`src/rtl/riscv_pkg.sv`:
```
// -----------------------------------------------------------------------------
// riscv_pkg
// Shared definitions for the pipeline back end.
//   - F3_* : funct3 encodings of the integer load instructions
//   - wb_state_t : writeback stage state (idle / waiting for load data)
// -----------------------------------------------------------------------------
package riscv_pkg;

  localparam logic [2:0] F3_LB  = 3'b000;
  localparam logic [2:0] F3_LH  = 3'b001;
  localparam logic [2:0] F3_LW  = 3'b010;
  localparam logic [2:0] F3_LBU = 3'b100;
  localparam logic [2:0] F3_LHU = 3'b101;

  typedef enum logic {
    WB_IDLE      = 1'b0,
    WB_WAIT_LOAD = 1'b1
  } wb_state_t;

endpackage

```
`src/rtl/writeback_stage_if.sv`:
```
// -----------------------------------------------------------------------------
// writeback_stage_if
// MEM -> WB retirement channel (valid/ready handshake plus instruction fields).
//   mem_valid      MEM presents an instruction
//   mem_ready      WB can accept; transfer = mem_valid & mem_ready
//   mem_rd_addr    destination register
//   mem_reg_write  instruction writes rd
//   mem_is_load    result comes from data memory
//   mem_funct3     load type
//   mem_addr_lo    byte offset of the load address
//   mem_alu_result result for non-load instructions
// master = MEM stage side, slave = writeback stage side.
// -----------------------------------------------------------------------------
interface writeback_stage_if;

  logic        mem_valid;
  logic        mem_ready;
  logic [4:0]  mem_rd_addr;
  logic        mem_reg_write;
  logic        mem_is_load;
  logic [2:0]  mem_funct3;
  logic [1:0]  mem_addr_lo;
  logic [31:0] mem_alu_result;

  modport master (
    output mem_valid, mem_rd_addr, mem_reg_write, mem_is_load,
           mem_funct3, mem_addr_lo, mem_alu_result,
    input  mem_ready
  );

  modport slave (
    input  mem_valid, mem_rd_addr, mem_reg_write, mem_is_load,
           mem_funct3, mem_addr_lo, mem_alu_result,
    output mem_ready
  );

endinterface

```
`src/rtl/load_align.sv`:
```
// -----------------------------------------------------------------------------
// load_align
// Combinational load data alignment and sign/zero extension.
//   funct3  in  3   load type (LB/LH/LW/LBU/LHU)
//   addr_lo in  2   byte offset within the word
//   rdata   in  32  raw word-aligned data
//   data    out 32  aligned, extended result
//   err     out 1   misaligned access or unsupported funct3
// Kept free of pipeline state so a store-forwarding path can reuse it.
// -----------------------------------------------------------------------------
module load_align
  import riscv_pkg::*;
(
  input  logic [2:0]  funct3,
  input  logic [1:0]  addr_lo,
  input  logic [31:0] rdata,
  output logic [31:0] data,
  output logic        err
);

  logic [7:0]  byte_sel;
  logic [15:0] half_sel;

  always_comb begin
    // NOTE: every output gets a default first so no path through the case
    // leaves a value unassigned and infers a latch.
    data     = rdata;
    err      = 1'b0;
    byte_sel = rdata[{addr_lo, 3'b000} +: 8];
    half_sel = rdata[{addr_lo[1], 4'b0000} +: 16];

    case (funct3)
      F3_LB:  data = {{24{byte_sel[7]}}, byte_sel};
      F3_LBU: data = {24'd0, byte_sel};
      F3_LH: begin
        data = {{16{half_sel[15]}}, half_sel};
        err  = addr_lo[0];
      end
      F3_LHU: begin
        data = {16'd0, half_sel};
        err  = addr_lo[0];
      end
      F3_LW:  err = (addr_lo != 2'b00);
      default: err = 1'b1;
    endcase
  end

endmodule

```
`src/rtl/writeback_stage.sv`:
```
// -----------------------------------------------------------------------------
// writeback_stage
// Final pipeline stage and sole driver of the register file write port.
//   clk, rst_n       clock / asynchronous active-low reset
//   mem              writeback_stage_if.slave, retirement channel from MEM
//   dmem_rvalid      load data valid (single-cycle pulse)
//   dmem_rdata       raw word-aligned load data
//   rd_addr/rd_data  register file write address / data (hold when we=0)
//   we               register file write enable, never set for x0
//   load_pending     a load is waiting for data memory
//   load_rd_addr     rd of the pending load, 0 otherwise
//   load_err         one-cycle pulse: load timeout, misalignment, bad funct3
// Non-loads write one cycle after transfer. Loads park in WB_WAIT_LOAD until
// dmem_rvalid (write one cycle later) or LOAD_TIMEOUT idle cycles elapse.
// LOAD_TIMEOUT must be >= 1.
// -----------------------------------------------------------------------------
module writeback_stage
  import riscv_pkg::*;
#(
  parameter int LOAD_TIMEOUT = 16
) (
  input  logic               clk,
  input  logic               rst_n,
  writeback_stage_if.slave   mem,
  input  logic               dmem_rvalid,
  input  logic [31:0]        dmem_rdata,
  output logic [4:0]         rd_addr,
  output logic [31:0]        rd_data,
  output logic               we,
  output logic               load_pending,
  output logic [4:0]         load_rd_addr,
  output logic               load_err
);

  localparam int                CNT_W    = $clog2(LOAD_TIMEOUT + 1);
  // Last counter value seen in WB_WAIT_LOAD before the timeout fires.
  localparam logic [CNT_W-1:0]  CNT_LAST = CNT_W'(LOAD_TIMEOUT - 1);

  wb_state_t         state_q, state_d;
  logic [CNT_W-1:0]  cnt_q, cnt_d;
  logic [4:0]        ld_rd_q, ld_rd_d;
  logic [2:0]        ld_f3_q, ld_f3_d;
  logic [1:0]        ld_lo_q, ld_lo_d;
  logic              ld_rw_q, ld_rw_d;
  logic              we_q, we_d;
  logic [4:0]        rd_addr_q, rd_addr_d;
  logic [31:0]       rd_data_q, rd_data_d;
  logic              load_err_q, load_err_d;
  logic              load_pending_q, load_pending_d;

  logic [31:0]       align_data;
  logic              align_err;

  load_align u_load_align (
    .funct3  (ld_f3_q),
    .addr_lo (ld_lo_q),
    .rdata   (dmem_rdata),
    .data    (align_data),
    .err     (align_err)
  );

  // Combinational decode of the state flop; reads 1 while reset holds IDLE.
  assign mem.mem_ready = (state_q == WB_IDLE);

  always_comb begin
    state_d    = state_q;
    cnt_d      = cnt_q;
    ld_rd_d    = ld_rd_q;
    ld_f3_d    = ld_f3_q;
    ld_lo_d    = ld_lo_q;
    ld_rw_d    = ld_rw_q;
    we_d       = 1'b0;
    rd_addr_d  = rd_addr_q;
    rd_data_d  = rd_data_q;
    load_err_d = 1'b0;

    case (state_q)
      WB_IDLE: begin
        // dmem_rvalid is deliberately ignored here: it can only be spurious.
        if (mem.mem_valid) begin
          if (mem.mem_is_load) begin
            state_d = WB_WAIT_LOAD;
            cnt_d   = '0;
            ld_rd_d = mem.mem_rd_addr;
            ld_f3_d = mem.mem_funct3;
            ld_lo_d = mem.mem_addr_lo;
            ld_rw_d = mem.mem_reg_write;
          end else if (mem.mem_reg_write && (mem.mem_rd_addr != 5'd0)) begin
            we_d      = 1'b1;
            rd_addr_d = mem.mem_rd_addr;
            rd_data_d = mem.mem_alu_result;
          end
        end
      end

      WB_WAIT_LOAD: begin
        // rvalid is tested before the counter so data arriving on the
        // expiry cycle still retires normally.
        if (dmem_rvalid) begin
          state_d = WB_IDLE;
          ld_rd_d = 5'd0;
          if (align_err) begin
            load_err_d = 1'b1;
          end else if (ld_rw_q && (ld_rd_q != 5'd0)) begin
            we_d      = 1'b1;
            rd_addr_d = ld_rd_q;
            rd_data_d = align_data;
          end
        end else if (cnt_q == CNT_LAST) begin
          state_d    = WB_IDLE;
          ld_rd_d    = 5'd0;
          load_err_d = 1'b1;
        end else begin
          cnt_d = cnt_q + 1'b1;
        end
      end

      default: state_d = WB_IDLE;
    endcase

    load_pending_d = (state_d == WB_WAIT_LOAD);
  end

  // NOTE: sequential state uses non-blocking assignments so every flop
  // samples its _d value from before the edge, independent of statement order.
  always_ff @(posedge clk or negedge rst_n) begin
    if (!rst_n) begin
      state_q        <= WB_IDLE;
      cnt_q          <= '0;
      ld_rd_q        <= 5'd0;
      ld_f3_q        <= 3'd0;
      ld_lo_q        <= 2'd0;
      ld_rw_q        <= 1'b0;
      we_q           <= 1'b0;
      rd_addr_q      <= 5'd0;
      rd_data_q      <= 32'd0;
      load_err_q     <= 1'b0;
      load_pending_q <= 1'b0;
    end else begin
      state_q        <= state_d;
      cnt_q          <= cnt_d;
      ld_rd_q        <= ld_rd_d;
      ld_f3_q        <= ld_f3_d;
      ld_lo_q        <= ld_lo_d;
      ld_rw_q        <= ld_rw_d;
      we_q           <= we_d;
      rd_addr_q      <= rd_addr_d;
      rd_data_q      <= rd_data_d;
      load_err_q     <= load_err_d;
      load_pending_q <= load_pending_d;
    end
  end

  assign we           = we_q;
  assign rd_addr      = rd_addr_q;
  assign rd_data      = rd_data_q;
  assign load_err     = load_err_q;
  assign load_pending = load_pending_q;
  // Cleared whenever the stage leaves WB_WAIT_LOAD, so it reads 0 when idle.
  assign load_rd_addr = ld_rd_q;

endmodule

```
`src/flat_wrapper.sv`:
```
// flat-port wrapper written by rule: the top's interface ports become plain ports
module writeback_stage_flat import riscv_pkg::*;
#(
  parameter int LOAD_TIMEOUT = 16
)
  (clk, rst_n, dmem_rvalid, dmem_rdata, rd_addr, rd_data, we, load_pending, load_rd_addr, load_err, mem_mem_valid, mem_mem_rd_addr, mem_mem_reg_write, mem_mem_is_load, mem_mem_funct3, mem_mem_addr_lo, mem_mem_alu_result, mem_mem_ready);
  writeback_stage_if mem_i ();
  input  logic clk;
  input  logic rst_n;
  input  logic dmem_rvalid;
  input  logic [31:0] dmem_rdata;
  output logic [4:0] rd_addr;
  output logic [31:0] rd_data;
  output logic we;
  output logic load_pending;
  output logic [4:0] load_rd_addr;
  output logic load_err;
  input wire logic [$bits(mem_i.mem_valid)-1:0] mem_mem_valid;
  input wire logic [$bits(mem_i.mem_rd_addr)-1:0] mem_mem_rd_addr;
  input wire logic [$bits(mem_i.mem_reg_write)-1:0] mem_mem_reg_write;
  input wire logic [$bits(mem_i.mem_is_load)-1:0] mem_mem_is_load;
  input wire logic [$bits(mem_i.mem_funct3)-1:0] mem_mem_funct3;
  input wire logic [$bits(mem_i.mem_addr_lo)-1:0] mem_mem_addr_lo;
  input wire logic [$bits(mem_i.mem_alu_result)-1:0] mem_mem_alu_result;
  output wire logic [$bits(mem_i.mem_ready)-1:0] mem_mem_ready;
  assign mem_i.mem_valid = mem_mem_valid;
  assign mem_i.mem_rd_addr = mem_mem_rd_addr;
  assign mem_i.mem_reg_write = mem_mem_reg_write;
  assign mem_i.mem_is_load = mem_mem_is_load;
  assign mem_i.mem_funct3 = mem_mem_funct3;
  assign mem_i.mem_addr_lo = mem_mem_addr_lo;
  assign mem_i.mem_alu_result = mem_mem_alu_result;
  assign mem_mem_ready = mem_i.mem_ready;
  writeback_stage #(.LOAD_TIMEOUT(LOAD_TIMEOUT)) u_core (.clk(clk), .rst_n(rst_n), .mem(mem_i), .dmem_rvalid(dmem_rvalid), .dmem_rdata(dmem_rdata), .rd_addr(rd_addr), .rd_data(rd_data), .we(we), .load_pending(load_pending), .load_rd_addr(load_rd_addr), .load_err(load_err));
endmodule
```
`config.mk`:
```
export PLATFORM = sky130hd
export DESIGN_NAME = writeback_stage_flat
export DESIGN_NICKNAME = d
export VERILOG_FILES = /design/src/rtl/riscv_pkg.sv /design/src/rtl/writeback_stage_if.sv /design/src/rtl/load_align.sv /design/src/rtl/writeback_stage.sv /design/src/flat_wrapper.sv
export SDC_FILE = /design/constraint.sdc
export NUM_CORES = 1
export LEC_CHECK = 0
export CAP_MARGIN = 20
export CORE_MARGIN = 2
export CORE_UTILIZATION = 40
export CTS_CLUSTER_DIAMETER = 60
export DETAILED_ROUTE_END_ITERATION = 8
export GPL_TIMING_DRIVEN = 0
export PLACE_DENSITY_LB_ADDON = 0.08
export REMOVE_ABC_BUFFERS = 1
export SLEW_MARGIN = 25
export SYNTH_ARGS = -nofsm -noshare
export SYNTH_HDL_FRONTEND = slang
export SYNTH_SLANG_ARGS = --single-unit
```
`constraint.sdc`:
```
create_clock -name clk -period 2.3 [get_ports clk]
set_input_delay 0.46 -clock clk [delete_from_list [all_inputs] [get_ports clk]]
set_output_delay 0.46 -clock clk [all_outputs]
set_load 0.03 [all_outputs]
```
After elaboration in Yosys (flattened, before gate mapping)
Cells that the tools add are included.
- $add $sub $neg: 1
- equal/unequal tests: 15
- shifts and indexed selects: 2
- mux-type cells: 42
- bitwise logic cells: 1
- reductions and logical operators: 12
- operators by type and width (kind ; count):
    2-to-1 mux 32 bit ; 6
    one-hot mux 32 bit (4 select lines) ; 1
    2-to-1 mux 5 bit ; 14
    one-hot mux 32 bit (2 select lines) ; 1
    indexed part select 32 x 6 -> 16 bit ; 1
    indexed part select 32 x 6 -> 8 bit ; 1
    one-hot mux 5 bit (2 select lines) ; 3
    != test 2 bit, second input constant ; 8
    2-to-1 mux 1 bit ; 14
    nonzero test 5 bit ; 2
    equality test 3 bit, second input constant ; 2
    AND reduction 3 bit ; 2
    AND reduction 6 bit ; 1
    adder 5 x 1 -> 5 bit, second input constant ; 1
    equality test 5 x 4 -> 1 bit, second input constant ; 1
    one-hot mux 1 bit (2 select lines) ; 2
    AND reduction 4 bit ; 1
    OR reduction 2 bit ; 2
    equality test 3 x 1 -> 1 bit, second input constant ; 1
    equality test 3 x 2 -> 1 bit, second input constant ; 1
    logical NOT 3 bit ; 1
    != test 3 bit, second input constant ; 1
    one-hot mux 1 bit (3 select lines) ; 1
    logical AND 1 bit ; 2
    other kinds (3) ; 3
- register bits: 56
- input bits: 80
- output and inout port bits: 46
- logic and storage cells: 83

Longest topological paths before layout
Gate-level depths: netlist (run 1).
- word-level depth: 6
- depth in mapped cells: 7

Cells and area by module
From an unflattened synthesis (run 1), not the netlist that was laid out.
- cell total of the unflattened synthesis: 306
- area, all modules: 3479.6 um^2
- by module, submodules not included (module ; instances ; cells each ; area each (um^2) ; sequential area each (um^2)):
    writeback_stage ; 1 ; 182 ; 2687.6 ; 1401.3
    load_align ; 1 ; 124 ; 792.0 ; 0.0

Worst setup path after synthesis (run 1)
No wires, ideal clock.
- path type: reg-to-reg
- from: reg u_core.ld_rd_q[2], in the netlist u_core.load_rd_addr[2]
- to: reg u_core.rd_addr_q[2], in the netlist u_core.rd_addr[2]
- data arrival time: 2008 ps
- setup slack: 167 ps
- stages on the path, launching flop included: 7
- clock period less this slack: 2133 ps
- cell sequence: dfrtp_1 -> or4_4 -> o211ai_4 -> o21a_4 -> inv_4 -> buf_12 -> mux2_4
- cells in the longest elaborated chain, start to end: 4
- ends and longest elaborated chain (element ; line ; RTL):
    from (decl) ; writeback_stage.sv:41 ; logic [4:0] ld_rd_q, ld_rd_d;
    from (signal assigned) ; writeback_stage.sv:142 ; ld_rd_q <= ld_rd_d;
    nonzero test 5 bit or 2-to-1 mux 5 bit (tied branches) ; writeback_stage.sv:104 ; end else if (ld_rw_q && (ld_rd_q != 5'd0)) begin
    logical AND 1 bit or 2-to-1 mux 5 bit (tied branches) ; writeback_stage.sv:104, writeback_stage.sv:102 ;
    != test 2 bit (no source line) or 2-to-1 mux 5 bit (tied branches) ; n/a ;
    AND reduction 6 bit (no source line) or one-hot mux 5 bit (2 select lines) (tied branches) ; n/a ;
    to (signal assigned) ; writeback_stage.sv:147 ; rd_addr_q <= rd_addr_d;
    to (decl) ; writeback_stage.sv:46 ; logic [4:0] rd_addr_q, rd_addr_d;
Parallel ways exist; a longest one is shown, timed or not. The select of a mux whose other input is x is not followed.
A chain may end at the register's enable or synchronous reset.

Worst setup path in the final report (run 1)
- from: in dmem_rdata[31]
- to: reg u_core.rd_data_q[30], in the netlist u_core.rd_data[30]
- cells in the longest elaborated chain, start to end: 6
- ends and longest elaborated chain (element ; line ; RTL):
    from (decl) ; flat_wrapper.sv:11 ; input logic [31:0] dmem_rdata;
    indexed part select 32 x 6 -> 16 bit or indexed part select 32 x 6 -> 8 bit (tied branches) ; load_align.sv:30, load_align.sv:29 ;
    one-hot mux 32 bit (4 select lines) * ; load_align.sv:32 ; case (funct3)
    2-to-1 mux 32 bit * ; writeback_stage.sv:104 ;
    2-to-1 mux 32 bit * ; writeback_stage.sv:102 ; if (align_err) begin
    2-to-1 mux 32 bit * ; writeback_stage.sv:99 ; if (dmem_rvalid) begin
    one-hot mux 32 bit (2 select lines) * ; writeback_stage.sv:77 ; case (state_q)
    to (signal assigned) ; writeback_stage.sv:148 ; rd_data_q <= rd_data_d;
    to (decl) ; writeback_stage.sv:47 ; logic [31:0] rd_data_q, rd_data_d;
Mark *: on every way between the ends. The rest lies on a longest branch, timed or not. The select of a mux whose other input is x is not followed.

==> reports/results.ini, run 1 <==
[sta]
hold_violations=0
fin_crit_sh_pct=96.15
max_freq_ghz=0.4522
max_slew.worst_pin.slew_ns=0.7700
rsz0062_at_grt=false
setup_viol=0
slew_headroom_pct=48.61
fin_crit_ns=2.211
whs_ns=0.03585
drv_slew=0
clock_skew_ns=0.005074

[yosys]
synth_warnings=0
avgSynthCellArea_um2=10.15
synth_ff_type=dfrtp_1
synth.distinct_cells=58
netlist_instances=368
synth_edf_count=0
seq_area_frac_synth_pct=37.52
syn-cell-area_mm2=0.003735
synthArstFlopShare_pct=100.0
synth.ff_latch_count=56

[pwr]
clock_power_share_pct=13.5
ir_drop_mv=0.4846
combPwrFrac_pct=53.9
leakage_nw=2.105
switchingPower_w=0.002102
powerDensity_mw_per_mm2=983.9
switching_share_pct=40.85
p_int_w=0.003045
seqPwrFrac_pct=32.6

[worst_setup_path]
worstPathArrival_ns=2.43
end_kind=register
r2r_start=u_core.ld_lo_q[1]$_DFFE_PN0P_
ff2ff_path_depth=5
crit_start=dmem_rdata[31]
required_ns=2.52
critPathTopFamily=multiplexers
cp_cell_sequence=clkdlybuf4s50_1 -> mux4_2 -> a211oi_4 -> buf_4 -> a22oi_1 -> mux2_4
timing.critical_path.fanout_max=9
slowest_delay_ns=0.58
cpMaxStageDelayCell=mux4_2
worst-setup-path-type=in -> reg
path_depth=6
crit_buf_inv=2
start_kind=primary input

[floorplanning]
dieArea_mm2=0.01013
num_rows=35
start_util_pct=40.81
fp.dieW_um=100.6
die_y_um=100.6
core_area_mm2=0.009153
num_io_pins=126

[detailed_routing]
vias=3454
drc=0
antenna_left=0
avgRoutedWirePerCell_um=19.65
top_layer_used=met4
m1WireLength_um=5396
via_per_inst=5.815
totalWireLength_um=11680
wl_met2_um=5459
drt_first_pass_iters=5
met3_wirelength_um=638
first_iter_violations=247

[placement]
dp.cells=574
place.gp.congestion=0.8089
numPortBuffers=125
hpwl_um=7754

[finish]
fin_cells=594
regArea_mm2=0.001414
fill_cells=828
synthToLayoutAreaGrowth_pct=40.07
fin_nets=564
layout_common_cells=124 x clkdlybuf4s50_1, 52 x dfrtp_1, 29 x mux2_4
multi_input_area_mm2=0.002077
antenna_cells=0
drive_gt1_share_pct=15.94
layout_commonest_cell=clkdlybuf4s50_1

[cts]
clk_path_buf_depth=2
cts_max_level=2
cts_buffers=5
clock_latency_ns=0.32
cts_hold_buf=0
cts_tree=done
clk_pin_slew_worst_paths_ns=0.11
clock_sinks=56
clockRootBuffer=clkbuf_8

[global_route]
grt_max_degree=44
grt_first_pass_wirelength_um=18440
grt_pass1_vias=3417
gr-total-overflow=0
grt_usage_pct=23.28
antenna_found_initial=0

[outcome]
status=finished clean

[flow_run]
maxCapViolCount=0

[worst_hold_path]
min_path_type=in -> async

Yosys cell counts (4+ instances only):
cell      number  share of area (%)
a31oi_1        4               0.67
buf_1          6               0.60
nand3_1        4               0.54
nand2_1       27                2.7
mux2_4        29                 12
o211ai_1      26                5.2
o21ai_0        5               0.67
mux2_2         9                2.7
a22oi_1       16                3.2
a22o_1         5                1.2
nor2b_1       18                3.0
o32ai_1       14                3.3
o31ai_1        4               0.80
nand3b_1       4               0.80
inv_1         22                2.2
o22ai_1       20                3.4
a21oi_1        9                1.2
clkbuf_1      18                1.8
nor2_1        14                1.4
dfrtp_1       56                 38
worst register-to-register path, stage by stage (launching register included):
cell and delay [ns]:
dfrtp_4 0.61, mux4_2 0.62, a211oi_4 0.26, buf_4 0.23, a22oi_1 0.11, mux2_4 0.26
sequential cells by signal, indices dropped and copies added (netlist names):
| name | flops |
|---|---|
| u_core.rd_addr | 5 |
| u_core.we | 1 |
| u_core.ld_lo_q | 2 |
| u_core.load_rd_addr | 5 |
| u_core.state_q | 1 |
| u_core.ld_f3_q | 3 |
| u_core.cnt_q | 5 |
| u_core.rd_data | 32 |
| u_core.load_err | 1 |
| u_core.ld_rw_q | 1 |
power groups by stage:
| stage | clock network (W) | logic (W) | registers [W] |
|---|---|---|---|
| after floorplan | 0 | 0.000948 | 0.00232 |
| after global placement | 0 | 0.00265 | 0.00171 |
| after detailed placement | 0 | 0.00268 | 0.00171 |
| after CTS | 0.000709 | 0.00276 | 0.00168 |
| after global routing | 0.000735 | 0.00294 | 0.00173 |
| final | 0.000694 | 0.00278 | 0.00168 |
metrics by stage:
step / setup WS, ns / instance area [µm²] / utilization [%] / setup TNS (ns) / power (W)
6_report: 0.08866 / 5231 / 57.16 / 0 / 0.005147
5_1_grt: 0.01632 / 5231 / 57.16 / 0 / 0.005409
4_1_cts: 0.01257 / 5171 / 56.50 / 0 / 0.005146
3_5_place_dp: -0.6686 / 4965 / 54.24 / -16.96 / 0.004390
3_3_place_gp: -1.924 / 4942 / 54.00 / -134.59 / 0.004360
2_1_floorplan: -0.9978 / 3552 / - / -31.05 / 0.003269
cell families (layout without fill, tap and decap cells):
logic type,Yosys count,after routing,synth area share [%]
AOI/OAI and AO/OA,126,126,25.90
xor gates and xnor gates,2,2,0.4691
adders and majority gates,2,2,0.6699
buffers and inverters,55,170,7.370
DFF,56,56,37.52
muxes,42,42,15.81
and+or+nand+nor,85,85,12.26
final timing paths:
check | endpoint | slack, ns
worst max-delay path | u_core.rd_data[30]$_DFFE_PN0P_ | 0.09
worst min-delay path | u_core.we$_DFF_PN0_ | 0.04
worst max register to register | u_core.rd_data[30]$_DFFE_PN0P_ | 0.11
worst min register to register | u_core.rd_addr[1]$_DFFE_PN0P_ | 0.50
max in group asynchronous | u_core.ld_lo_q[1]$_DFFE_PN0P_ | 1.75
min in group clk | u_core.rd_addr[1]$_DFFE_PN0P_ | 0.50
what timing repair did:
item / CTS / global route
pin swaps: 1 / 0
buffers inserted: 6 / 6
hold endpoints to repair: 0 / 0
endpoints found under the setup margin: 33 / 31
gates cloned: 0 / 0
resized for setup: 8 / 5
per-layer routing:
layer,track usage [%],vias up
met5,0,-
met4,6.428,0
met3,3.190,13
met2,36.62,135
met1,33.52,1679
li1,-,1627
layout make-up:
cell class | count | area share (%)
multi-input combinational | 257 | 39.70
timing repair buffer | 138 | 26.29
tap | 111 | 2.655
clock buffer | 5 | 1.315
clock inverter | 3 | 0.9089
sequential | 56 | 27.03
inverter | 24 | 2.105
Power figures use the tool's default switching activity.
==> run 2, diff against run 1 <==
Settings changed: CORE_ASPECT_RATIO set to 0.5.
==> run 2 against run 1 <==
- first-iteration DRC count decreased by 14%
- core utilization is 2.3 points higher
- non-clock buffer count decreased by 2
- sequential power is essentially flat
- routed wire length increased by 3.4%
- global-route usage up 0.77 points
- count of clock-buffer cells in the layout unchanged
- combinational power is essentially flat
- via count grew 2.3%
- final cell count up 0.67%
- clock skew increased by 0.0039 ns
- critical path type unchanged
- largest cell class unchanged
==> reports/results.ini, run 2 (synthesis results as in run 1) <==
[global_route]
gr-usage-met3_pct=6.073  ; +2.9 points
grt_pass1_vias=3600  ; +5.4%
antenna_found_initial=0  ; unchanged
grt-busiest-layer=met2
gr-total-overflow=0  ; unchanged
grt_usage_pct=24.04  ; +0.77 points
use_met1_pct=33.03  ; -0.49 points
grt_max_degree=44  ; unchanged
grtUsageMet2_pct=39.08  ; +2.5 points
grt_first_pass_wirelength_um=19090  ; +3.5%

[worst_hold_path]
min_path_type=in -> async

[cts]
clk_path_buf_depth=2  ; unchanged
cts_tree=done
clock_sinks=56  ; unchanged
cts_max_level=2  ; unchanged
clockRootBuffer=clkbuf_16
clk_pin_slew_worst_paths_ns=0.08  ; -0.03 ns
cts_hold_buf=0  ; unchanged
cts_buffers=5  ; unchanged
clock_latency_ns=0.31  ; about the same

[finish]
fin_nets=562  ; -0.35%
fin_area_mm2=0.005288  ; +1.1%
drive_gt1_share_pct=16.01  ; +0.066 points
antenna_cells=0  ; unchanged
fin_cells=598  ; +0.67%
layout_commonest_cell=clkdlybuf4s50_1
fill_cells=770  ; -7.0%
synthToLayoutAreaGrowth_pct=41.57
layout_common_cells=123 x clkdlybuf4s50_1, 52 x dfrtp_1, 29 x mux2_4
multi_input_area_mm2=0.002098  ; +1.0%
largest_register_ffs=32  ; unchanged
regArea_mm2=0.001414  ; unchanged
final_util_pct=59.49  ; +2.3 points

[worst_setup_path]
worstSetupEndpoint=u_core.rd_addr[1]$_DFFE_PN0P_
start_kind=primary input
crit_buf_inv=2  ; unchanged
crit_start=mem_mem_rd_addr[2]
path_depth=6  ; unchanged
slowest_delay_ns=0.60  ; +0.02 ns
r2r_end=u_core.rd_addr[1]$_DFFE_PN0P_
cp_cell_sequence=clkdlybuf4s50_1 -> or4_1 -> o21ai_4 -> o21a_4 -> inv_8 -> mux2_1
reg2reg_slack_ns=0.14  ; +0.03 ns
ff2ff_path_depth=5  ; unchanged
critPathTopFamily=simple AND/OR/NAND/NOR gates
r2r_start=u_core.ld_lo_q[1]$_DFFE_PN0P_
end_kind=register
required_ns=2.49  ; -0.03 ns
cpMaxStageDelayCell=or4_1
timing.critical_path.fanout_max=31  ; +22
worst-setup-path-type=in -> reg
worstPathArrival_ns=2.43  ; about the same

[sta]
rsz0062_at_grt=false
fin_crit_sh_pct=97.30  ; +1.2 points
drv_slew=0  ; unchanged
setup_tns_ns=0  ; unchanged
slew_headroom_pct=52.98  ; +4.4 points
max_slew.worst_pin.slew_ns=0.7054  ; -0.06460 ns
clock_skew_ns=0.008996  ; +0.003922 ns
setup_viol=0  ; unchanged
fin_crit_ns=2.238  ; +0.02659 ns
hold_violations=0  ; unchanged
max_freq_ghz=0.4468  ; -1.2%

[detailed_routing]
vias=3534  ; +2.3%
drc=0  ; unchanged
via_per_inst=5.910  ; +1.6%
antenna_left=0  ; unchanged
drt_first_pass_iters=4  ; -1
first_iter_violations=212  ; -14%
avgRoutedWirePerCell_um=20.20  ; +2.8%
totalWireLength_um=12080  ; +3.4%

[floorplanning]
core_area_mm2=0.008889  ; -2.9%
die_y_um=72.33  ; -28%
dieArea_mm2=0.01017  ; +0.46%
num_rows=24  ; -31%
start_util_pct=42.02  ; +1.2 points
fp.dieW_um=140.7  ; +40%
num_io_pins=126  ; unchanged

[placement]
hpwl_um=8171  ; +5.4%
place.gp.congestion=0.9003  ; +11%
dp.cells=580  ; +1.0%
numPortBuffers=125  ; unchanged
post_dp_cell_area_mm2=0.004972  ; +0.15%

[pwr]
powerDensity_mw_per_mm2=1008  ; +2.4%
ir_drop_mv=0.5203  ; +7.4%
leakage_nw=2.113  ; +0.40%

[outcome]
status=finished clean

[flow_run]
maxCapViolCount=0  ; unchanged

-- run 2: changes by cell type in the layout (fill, tap and decap cells not counted), moves of 2 or more --
cell	before	now
inv_8	0	2
buf_4	11	8
clkbuf_8	5	0
clkbuf_16	0	5
-- run 2: power breakdown --
part / internal [W] / switching [W] / leakage (nW)
combinational: 0.00137 / 0.00142 / 1.36
sequential: 0.00135 / 0.000357 / 0.686
clock: 0.000416 / 0.000416 / 0.0719
total: 0.00314 / 0.00219 / 2.11
-- run 2: worst min-delay path by stage --
stage	startpoint	endpoint	slack, ns	depth (start not counted)
floorplan	rst_n	u_core.cnt_q[0]$_DFFE_PN0P_	0.16	0
global placement	u_core.rd_addr[1]$_DFFE_PN0P_	u_core.rd_addr[1]$_DFFE_PN0P_	0.47	1
detailed placement	rst_n	u_core.rd_addr[3]$_DFFE_PN0P_	0.42	1
CTS	rst_n	u_core.rd_data[11]$_DFFE_PN0P_	0.09	1
global route	rst_n	u_core.rd_addr[3]$_DFFE_PN0P_	0.10	1
finish	rst_n	u_core.rd_addr[3]$_DFFE_PN0P_	0.08	1
-- run 2: cell type report --
type | instances | share of cell area [%]
multi-input combinational | 257 | 39.68
sequential | 56 | 26.74
timing repair buffer | 136 | 26.01
tap | 117 | 2.769
clock buffer | 5 | 2.366
inverter | 24 | 1.917
clock inverter | 3 | 0.5206
-- run 2: per-layer routing --
metal,part of all wire (%),wire length [µm]
met2,45,5430
met4,0.96,116
met1,46,5583
met5,0,0
met3,7.8,946
-- run 2: metrics by stage --
| stage | total power [W] | hold slack, ns | worst slack (ns) |
|---|---|---|---|
| 6_report | 0.005329 | 0.07833 | 0.06207 |
| 5_1_grt | 0.005597 | 0.1021 | 0.0003890 |
| 4_1_cts | 0.005328 | 0.09245 | 0.02425 |
| 3_5_place_dp | 0.004424 | 0.4215 | -0.5234 |
| 3_3_place_gp | 0.004359 | 0.4731 | -1.719 |
| 2_1_floorplan | 0.003269 | 0.1644 | -0.9978 |
-- run 2: timing repair --
action                                  CTS  global route
endpoints found under the setup margin   33            30
pin swaps                                 2             0
resized for setup                         9             6
buffers inserted                          8             2
